<file path="config.mk">
export PLATFORM = sky130hd
export DESIGN_NAME = universal_shift_register_n_bit_flat
export DESIGN_NICKNAME = d
export VERILOG_FILES = /design/src/rtl/universal_shift_register_n_bit_if.sv /design/src/rtl/universal_shift_register_n_bit.sv /design/src/flat_wrapper.sv
export SDC_FILE = /design/constraint.sdc
export NUM_CORES = 1
export LEC_CHECK = 0
export CORE_ASPECT_RATIO = 1.4
export CORE_UTILIZATION = 53
export CTS_CLUSTER_DIAMETER = 50
export DETAILED_ROUTE_END_ITERATION = 16
export PLACE_DENSITY = 0.8
export SETUP_SLACK_MARGIN = 0.3
export SKIP_LAST_GASP = 1
export SYNTH_ARGS = -nofsm -noshare
export SYNTH_HDL_FRONTEND = slang
export SYNTH_SLANG_ARGS = --single-unit
</file>
<file path="constraint.sdc">
create_clock -name Clk_In -period 2.8 [get_ports Clk_In]
set_input_delay 0.56 -clock Clk_In [delete_from_list [all_inputs] [get_ports Clk_In]]
set_output_delay 0.56 -clock Clk_In [all_outputs]
set_load 0.03 [all_outputs]
</file>
<file path="src/rtl/universal_shift_register_n_bit_if.sv">
// rtl/universal_shift_register_n_bit_if.sv - control/data bundle for the N-bit universal shift register
interface universal_shift_register_n_bit_if #(
    parameter int WIDTH       = 8,
    parameter int COUNT_WIDTH = 4
);
    logic                   Enable_In;
    logic [2:0]             Op_Select_In;
    logic                   Serial_Left_Side_Data_In;
    logic                   Serial_Right_Side_Data_In;
    logic [WIDTH-1:0]       Parallel_Data_In;
    logic                   Start_In;
    logic [COUNT_WIDTH-1:0] Shift_Count_In;
    logic                   Serial_Left_Side_Data_Out;
    logic                   Serial_Right_Side_Data_Out;
    logic [WIDTH-1:0]       Parallel_Data_Out;
    logic                   Busy_Out;
    logic                   Done_Out;

    modport master (
        output Enable_In, Op_Select_In, Serial_Left_Side_Data_In, Serial_Right_Side_Data_In,
               Parallel_Data_In, Start_In, Shift_Count_In,
        input  Serial_Left_Side_Data_Out, Serial_Right_Side_Data_Out, Parallel_Data_Out,
               Busy_Out, Done_Out
    );

    modport slave (
        input  Enable_In, Op_Select_In, Serial_Left_Side_Data_In, Serial_Right_Side_Data_In,
               Parallel_Data_In, Start_In, Shift_Count_In,
        output Serial_Left_Side_Data_Out, Serial_Right_Side_Data_Out, Parallel_Data_Out,
               Busy_Out, Done_Out
    );
endinterface

</file>
<file path="src/rtl/universal_shift_register_n_bit.sv">
// rtl/universal_shift_register_n_bit.sv - parametrised universal shift register with counted burst mode
module universal_shift_register_n_bit #(
    parameter int WIDTH       = 8,
    parameter int COUNT_WIDTH = 4
) (
    input  logic                          Clk_In,
    input  logic                          Reset_In,
    universal_shift_register_n_bit_if.slave bus
);
    localparam logic [2:0] OP_HOLD = 3'd0;
    localparam logic [2:0] OP_SHL  = 3'd1;
    localparam logic [2:0] OP_SHR  = 3'd2;
    localparam logic [2:0] OP_LOAD = 3'd3;
    localparam logic [2:0] OP_ROL  = 3'd4;
    localparam logic [2:0] OP_ROR  = 3'd5;
    localparam logic [2:0] OP_ASR  = 3'd6;

    typedef enum logic {IDLE, BURST} state_t;

    state_t                 state_q, state_d;
    logic [WIDTH-1:0]       reg_q, reg_d;
    logic [COUNT_WIDTH-1:0] count_q, count_d;
    logic [2:0]             op_q, op_d;
    logic                   done_q, done_d;
    logic                   start_ok;

    function automatic logic [WIDTH-1:0] apply_op(
        input logic [2:0]       op,
        input logic [WIDTH-1:0] r,
        input logic             sl,
        input logic             sr,
        input logic [WIDTH-1:0] pd
    );
        case (op)
            OP_SHL:  apply_op = {r[WIDTH-2:0], sr};
            OP_SHR:  apply_op = {sl, r[WIDTH-1:1]};
            OP_LOAD: apply_op = pd;
            OP_ROL:  apply_op = {r[WIDTH-2:0], r[WIDTH-1]};
            OP_ROR:  apply_op = {r[0], r[WIDTH-1:1]};
            OP_ASR:  apply_op = {r[WIDTH-1], r[WIDTH-1:1]};
            default: apply_op = r;
        endcase
    endfunction

    // Only genuine shift/rotate ops may open a burst; hold and load run as single ops.
    assign start_ok = bus.Start_In && (bus.Op_Select_In inside {OP_SHL, OP_SHR, OP_ROL, OP_ROR, OP_ASR});

    always_comb begin
        state_d = state_q;
        reg_d   = reg_q;
        count_d = count_q;
        op_d    = op_q;
        done_d  = 1'b0;
        if (bus.Enable_In) begin
            case (state_q)
                IDLE: begin
                    if (start_ok) begin
                        if (bus.Shift_Count_In == '0) begin
                            done_d = 1'b1;
                        end else begin
                            reg_d   = apply_op(bus.Op_Select_In, reg_q, bus.Serial_Left_Side_Data_In,
                                               bus.Serial_Right_Side_Data_In, bus.Parallel_Data_In);
                            op_d    = bus.Op_Select_In;
                            count_d = bus.Shift_Count_In - COUNT_WIDTH'(1);
                            if (bus.Shift_Count_In == COUNT_WIDTH'(1)) begin
                                done_d = 1'b1;
                            end else begin
                                state_d = BURST;
                            end
                        end
                    end else begin
                        reg_d = apply_op(bus.Op_Select_In, reg_q, bus.Serial_Left_Side_Data_In,
                                         bus.Serial_Right_Side_Data_In, bus.Parallel_Data_In);
                    end
                end
                BURST: begin
                    reg_d   = apply_op(op_q, reg_q, bus.Serial_Left_Side_Data_In,
                                       bus.Serial_Right_Side_Data_In, bus.Parallel_Data_In);
                    count_d = count_q - COUNT_WIDTH'(1);
                    if (count_q == COUNT_WIDTH'(1)) begin
                        state_d = IDLE;
                        done_d  = 1'b1;
                    end
                end
                default: state_d = IDLE;
            endcase
        end
    end

    always_ff @(negedge Clk_In or posedge Reset_In) begin
        if (Reset_In) begin
            state_q <= IDLE;
            reg_q   <= '0;
            count_q <= '0;
            op_q    <= OP_HOLD;
            done_q  <= 1'b0;
        end else begin
            state_q <= state_d;
            reg_q   <= reg_d;
            count_q <= count_d;
            op_q    <= op_d;
            done_q  <= done_d;
        end
    end

    assign bus.Parallel_Data_Out          = reg_q;
    assign bus.Serial_Left_Side_Data_Out  = reg_q[WIDTH-1];
    assign bus.Serial_Right_Side_Data_Out = reg_q[0];
    assign bus.Busy_Out                   = (state_q == BURST);
    // The completion pulse is suppressed while the block is disabled.
    assign bus.Done_Out                   = done_q & bus.Enable_In;
endmodule

</file>
<file path="src/flat_wrapper.sv">
// flat-port wrapper written by rule: the top's interface ports become plain ports
module universal_shift_register_n_bit_flat 
#(
    parameter int WIDTH       = 8,
    parameter int COUNT_WIDTH = 4
)
  (Clk_In, Reset_In, bus_Enable_In, bus_Op_Select_In, bus_Serial_Left_Side_Data_In, bus_Serial_Right_Side_Data_In, bus_Parallel_Data_In, bus_Start_In, bus_Shift_Count_In, bus_Serial_Left_Side_Data_Out, bus_Serial_Right_Side_Data_Out, bus_Parallel_Data_Out, bus_Busy_Out, bus_Done_Out);
  universal_shift_register_n_bit_if #(.WIDTH(WIDTH), .COUNT_WIDTH(COUNT_WIDTH)) bus_i ();
  input  logic Clk_In;
  input  logic Reset_In;
  input wire logic [$bits(bus_i.Enable_In)-1:0] bus_Enable_In;
  input wire logic [$bits(bus_i.Op_Select_In)-1:0] bus_Op_Select_In;
  input wire logic [$bits(bus_i.Serial_Left_Side_Data_In)-1:0] bus_Serial_Left_Side_Data_In;
  input wire logic [$bits(bus_i.Serial_Right_Side_Data_In)-1:0] bus_Serial_Right_Side_Data_In;
  input wire logic [$bits(bus_i.Parallel_Data_In)-1:0] bus_Parallel_Data_In;
  input wire logic [$bits(bus_i.Start_In)-1:0] bus_Start_In;
  input wire logic [$bits(bus_i.Shift_Count_In)-1:0] bus_Shift_Count_In;
  output wire logic [$bits(bus_i.Serial_Left_Side_Data_Out)-1:0] bus_Serial_Left_Side_Data_Out;
  output wire logic [$bits(bus_i.Serial_Right_Side_Data_Out)-1:0] bus_Serial_Right_Side_Data_Out;
  output wire logic [$bits(bus_i.Parallel_Data_Out)-1:0] bus_Parallel_Data_Out;
  output wire logic [$bits(bus_i.Busy_Out)-1:0] bus_Busy_Out;
  output wire logic [$bits(bus_i.Done_Out)-1:0] bus_Done_Out;
  assign bus_i.Enable_In = bus_Enable_In;
  assign bus_i.Op_Select_In = bus_Op_Select_In;
  assign bus_i.Serial_Left_Side_Data_In = bus_Serial_Left_Side_Data_In;
  assign bus_i.Serial_Right_Side_Data_In = bus_Serial_Right_Side_Data_In;
  assign bus_i.Parallel_Data_In = bus_Parallel_Data_In;
  assign bus_i.Start_In = bus_Start_In;
  assign bus_i.Shift_Count_In = bus_Shift_Count_In;
  assign bus_Serial_Left_Side_Data_Out = bus_i.Serial_Left_Side_Data_Out;
  assign bus_Serial_Right_Side_Data_Out = bus_i.Serial_Right_Side_Data_Out;
  assign bus_Parallel_Data_Out = bus_i.Parallel_Data_Out;
  assign bus_Busy_Out = bus_i.Busy_Out;
  assign bus_Done_Out = bus_i.Done_Out;
  universal_shift_register_n_bit #(.WIDTH(WIDTH), .COUNT_WIDTH(COUNT_WIDTH)) u_core (.Clk_In(Clk_In), .Reset_In(Reset_In), .bus(bus_i));
endmodule
</file>
Word level (Yosys, flattened, before mapping). Index checks and enable logic that the tools add are counted.

Multiplexer cells: 19. Equal/unequal tests: 20. Reduce and logical (&&, ||, !) cells: 7. $add $sub $neg: 2. Bitwise gates (word level): 3.

Operators with widths (number): $pmux 8 s6 (2); $eq 3x3->1 const B (6); $mux 8 (2); $pmux 8 s2 (1); $eq 3x2->1 const B (4); $mux 1 (9); $eq 4x1->1 const B (2); $mux 4 (2); $pmux 4 s2 (1); $reduce_and 4->1 (2); $sub 4x1->4 const B (2); $ne 7x7->1 const B (1); $eq 3x1->1 const B (2); $ne 6x6->1 const B (1); $reduce_and 3->1 (2); $reduce_bool 5->1 (1); $logic_not 4->1 (1); $ne 2x2->1 const B (2); $pmux 1 s2 (2); $ne 3x3->1 const B (1); $ne 2x1->1 const B (1); $not 1->1 (2); $and 1x1->1 (1); $logic_and 1x1->1 (1).

Output and inout bits: 12. Logic and storage cells: 57. Input bits: 21. Register bits: 17.

Depth between registers and ports, before layout.
Word-level depth: 6. Depth in mapped cells: 6. Depth with buffers taken out: 6.

==> out/metrics.cfg <==
[run_status]
status = finished, violations left
violations = setup timing

[floorplanning]
start_util_pct = 55.1
die_y_um = 71.8
die_x_um = 51.8
die-area_um2 = 3720
core_region_area_um2 = 3350
io_pins = 33
fp-row-count = 25

[synth]
netlist-cell-type-count = 58
syn_area_um2 = 1840
synth_edf_count = 0
synth_seq_cells = 17
synth_cells = 206
syn-num-nets = 231
synthMuxAreaShare_pct = 16.7
synth_top_flop_cell = dfrtn_1
async_flop_share_pct = 100
ys_seq_area_share_pct = 23.1
synth_top_family_by_area = compound AO/OA/AOI/OAI gates
synth_xor_area_share_pct = 0.950
avgSynthCellArea_um2 = 8.95
synthSimpleGateAreaFrac_pct = 20.2
synth_compound_gate_area_share_pct = 28.3
yosys_warnings = 0
synthAdderAreaFrac_pct = 2.72

[timing]
worstMarginPinSlew_ns = 0.776
drv_slew = 0
worst_slew_margin_rel_pct = 48.2
setup_viol = 24
fin_ws_ns = -0.331
hold_viol = 0
fin_skew_ns = 0.00433
rsz0062_at_grt = true
tns_ns = -4.02

[critical_path]
cp_max_fo = 3
start_kind = input pin
crit_type = input pin to register
arrival_ns = 1.82
crit_path_end_kind = register
required_ns = 1.48

[power_and_ir_drop]
p_total_uw = 2800
leakage_uw = 0.00119
p_sw_share_pct = 46.4
p_int_uw = 1500
p_sw_uw = 1300
powerDensity_nw_per_um2 = 1030
seqPwrFrac_pct = 22.3
pwr-share-clk_pct = 6.8
ir_worst_vdd_mv = 0.753
p_comb_share_pct = 70.9

[grt]
grt_pass1_vias = 2083
grt-ovfl-total = 0
grt_pass1_wl_mm = 9.66
antenna_found_initial = 0
grt_usage_pct = 34.2
grt_start_max_net_pins = 25

[placed_design]
post-place-ws_ns = -1.12
io_buffers = 32
dpl_cell_area_um2 = 2390
hpwl_mm = 4.07
place.gp.congestion = 0.854

[detailed_routing]
viasPerCell = 6.63
ant_nets = 0
num_vias = 2034
routed_wl_mm = 6.27
drc = 0
routedWlPerCell_um = 20.4
drt_first_pass_iters = 4
first_iter_violations = 146

[run]
cap_viol_max_count = 0

[finish]
final_core_util_pct = 80.7
final_common_cell = buf_4
mostFrequentLayoutCells = 38 x buf_4, 19 x buf_6, 18 x mux2i_1
final_layout_size_suffix_gt1_share_pct = 41.6
antenna_cells = 0
layout.nets = 293
design_area_um2 = 2700
nFillCells = 222
area_growth_pct = 46.6

[clocking]
clkTransAtPathRegs_ns = 0.05
cts-buffers-inserted = 3
clk_path_buf_depth = 2
htree_levels = 1
cts_tree = built
cts_root_buf = clkbuf_8
cts_sinks = 17
hold_buffers = 0
insertion_delay_ns = 0.27

[hold_path]
hold_path_class = register to register

[final timing paths]
| path | from | to | slack, ns | cells after the start |
|---|---|---|---|---|
| worst max-delay path | bus_Shift_Count_In[1] | u_core.count_q[2] | -0.33 | 8 |
| worst min-delay path | u_core.count_q[1] | u_core.count_q[1] | 0.54 | 2 |
| worst max register to register | u_core.op_q[1] | u_core.bus.Parallel_Data_Out[1] | 0.66 | 5 |
| worst min register to register | u_core.count_q[1] | u_core.count_q[1] | 0.54 | 2 |
| max in group asynchronous | Reset_In | u_core.op_q[2] | 0.67 | 3 |
| min in group asynchronous | Reset_In | u_core.bus.Parallel_Data_Out[7] | 1.89 | 3 |
[cell type report]
| cell class | instances | area (um^2) | area share (%) |
|---|---|---|---|
| Clock buffer | 3 | 41.3 | 1.53 |
| Clock inverter | 1 | 5.00 | 0.185 |
| Inverter | 9 | 48.8 | 1.81 |
| Multi-Input combinational cell | 161 | 1430 | 53.1 |
| Sequential cell | 17 | 425 | 15.7 |
| Tap cell | 40 | 50.0 | 1.85 |
| Timing Repair Buffer | 76 | 697 | 25.8 |
[metal layers]
metal | routed length [um] | vias up | track usage, % | part of all wire (%)
met3 | 273 | 17 | 3.18 | 4.4
met5 | 0 | - | 0 | 0
li1 | - | 922 | - | -
met1 | 2330 | 1006 | 38.5 | 37
met4 | 154 | 0 | 15.9 | 2.5
met2 | 3510 | 89 | 62.3 | 56
[state kept, by name, indices dropped and copies added (netlist names)]
signal	cells
u_core.op_q	3
u_core.count_q	4
u_core.done_q	1
u_core.bus.Parallel_Data_Out	8
u_core.bus.Busy_Out	1
[power by group through the flow]
stage                     Sequential (uW)  Clock [uW]  Combinational, uW
after global placement                580           0               1660
final                                 624         190               1980
after CTS                             604         189               1890
after floorplan                       665           0               1120
after detailed placement              595           0               1730
after global routing                  630         205               2110
[logic make-up after synthesis]
logic type      Yosys count
compound gates           65
mux                      29
fa+ha+maj                 4
simple gates             61
buf+inv                  28
flops                    17
xor+xnor                  2
[synthesized netlist by cell type, types with 7 or more instances]
cell type  count  area (um^2)
nand3_1        7         35.0
nand2_1       11         41.3
a21oi_1        9         45.0
o21ai_0        7         35.0
nand2b_1       8         50.1
dfrtn_1       17          425
buf_2          7         35.0
mux2i_1       18          180
mux2_2        10          113
inv_1          9         33.8
[critical path, cell delays in order]
cell     delay, ns
buf_12        0.11
inv_12        0.04
ha_4          0.14
or3b_4        0.38
and3_4        0.18
buf_4         0.14
o22ai_2       0.14
a21oi_1       0.11
[timing repair]
action / in CTS / in global routing
buffers inserted: 5 / 6
setup endpoints to repair: 29 / 29
pin swaps: 12 / 9
gates resized for setup: 76 / 14
[per-stage QoR]
step           instances  hold WS, ns
2_1_floorplan        206        0.466
3_3_place_gp         292        0.500
3_5_place_dp         292        0.510
4_1_cts              301        0.512
5_1_grt              307        0.535
6_report             307        0.535
(Power assumes the default switching activity.)
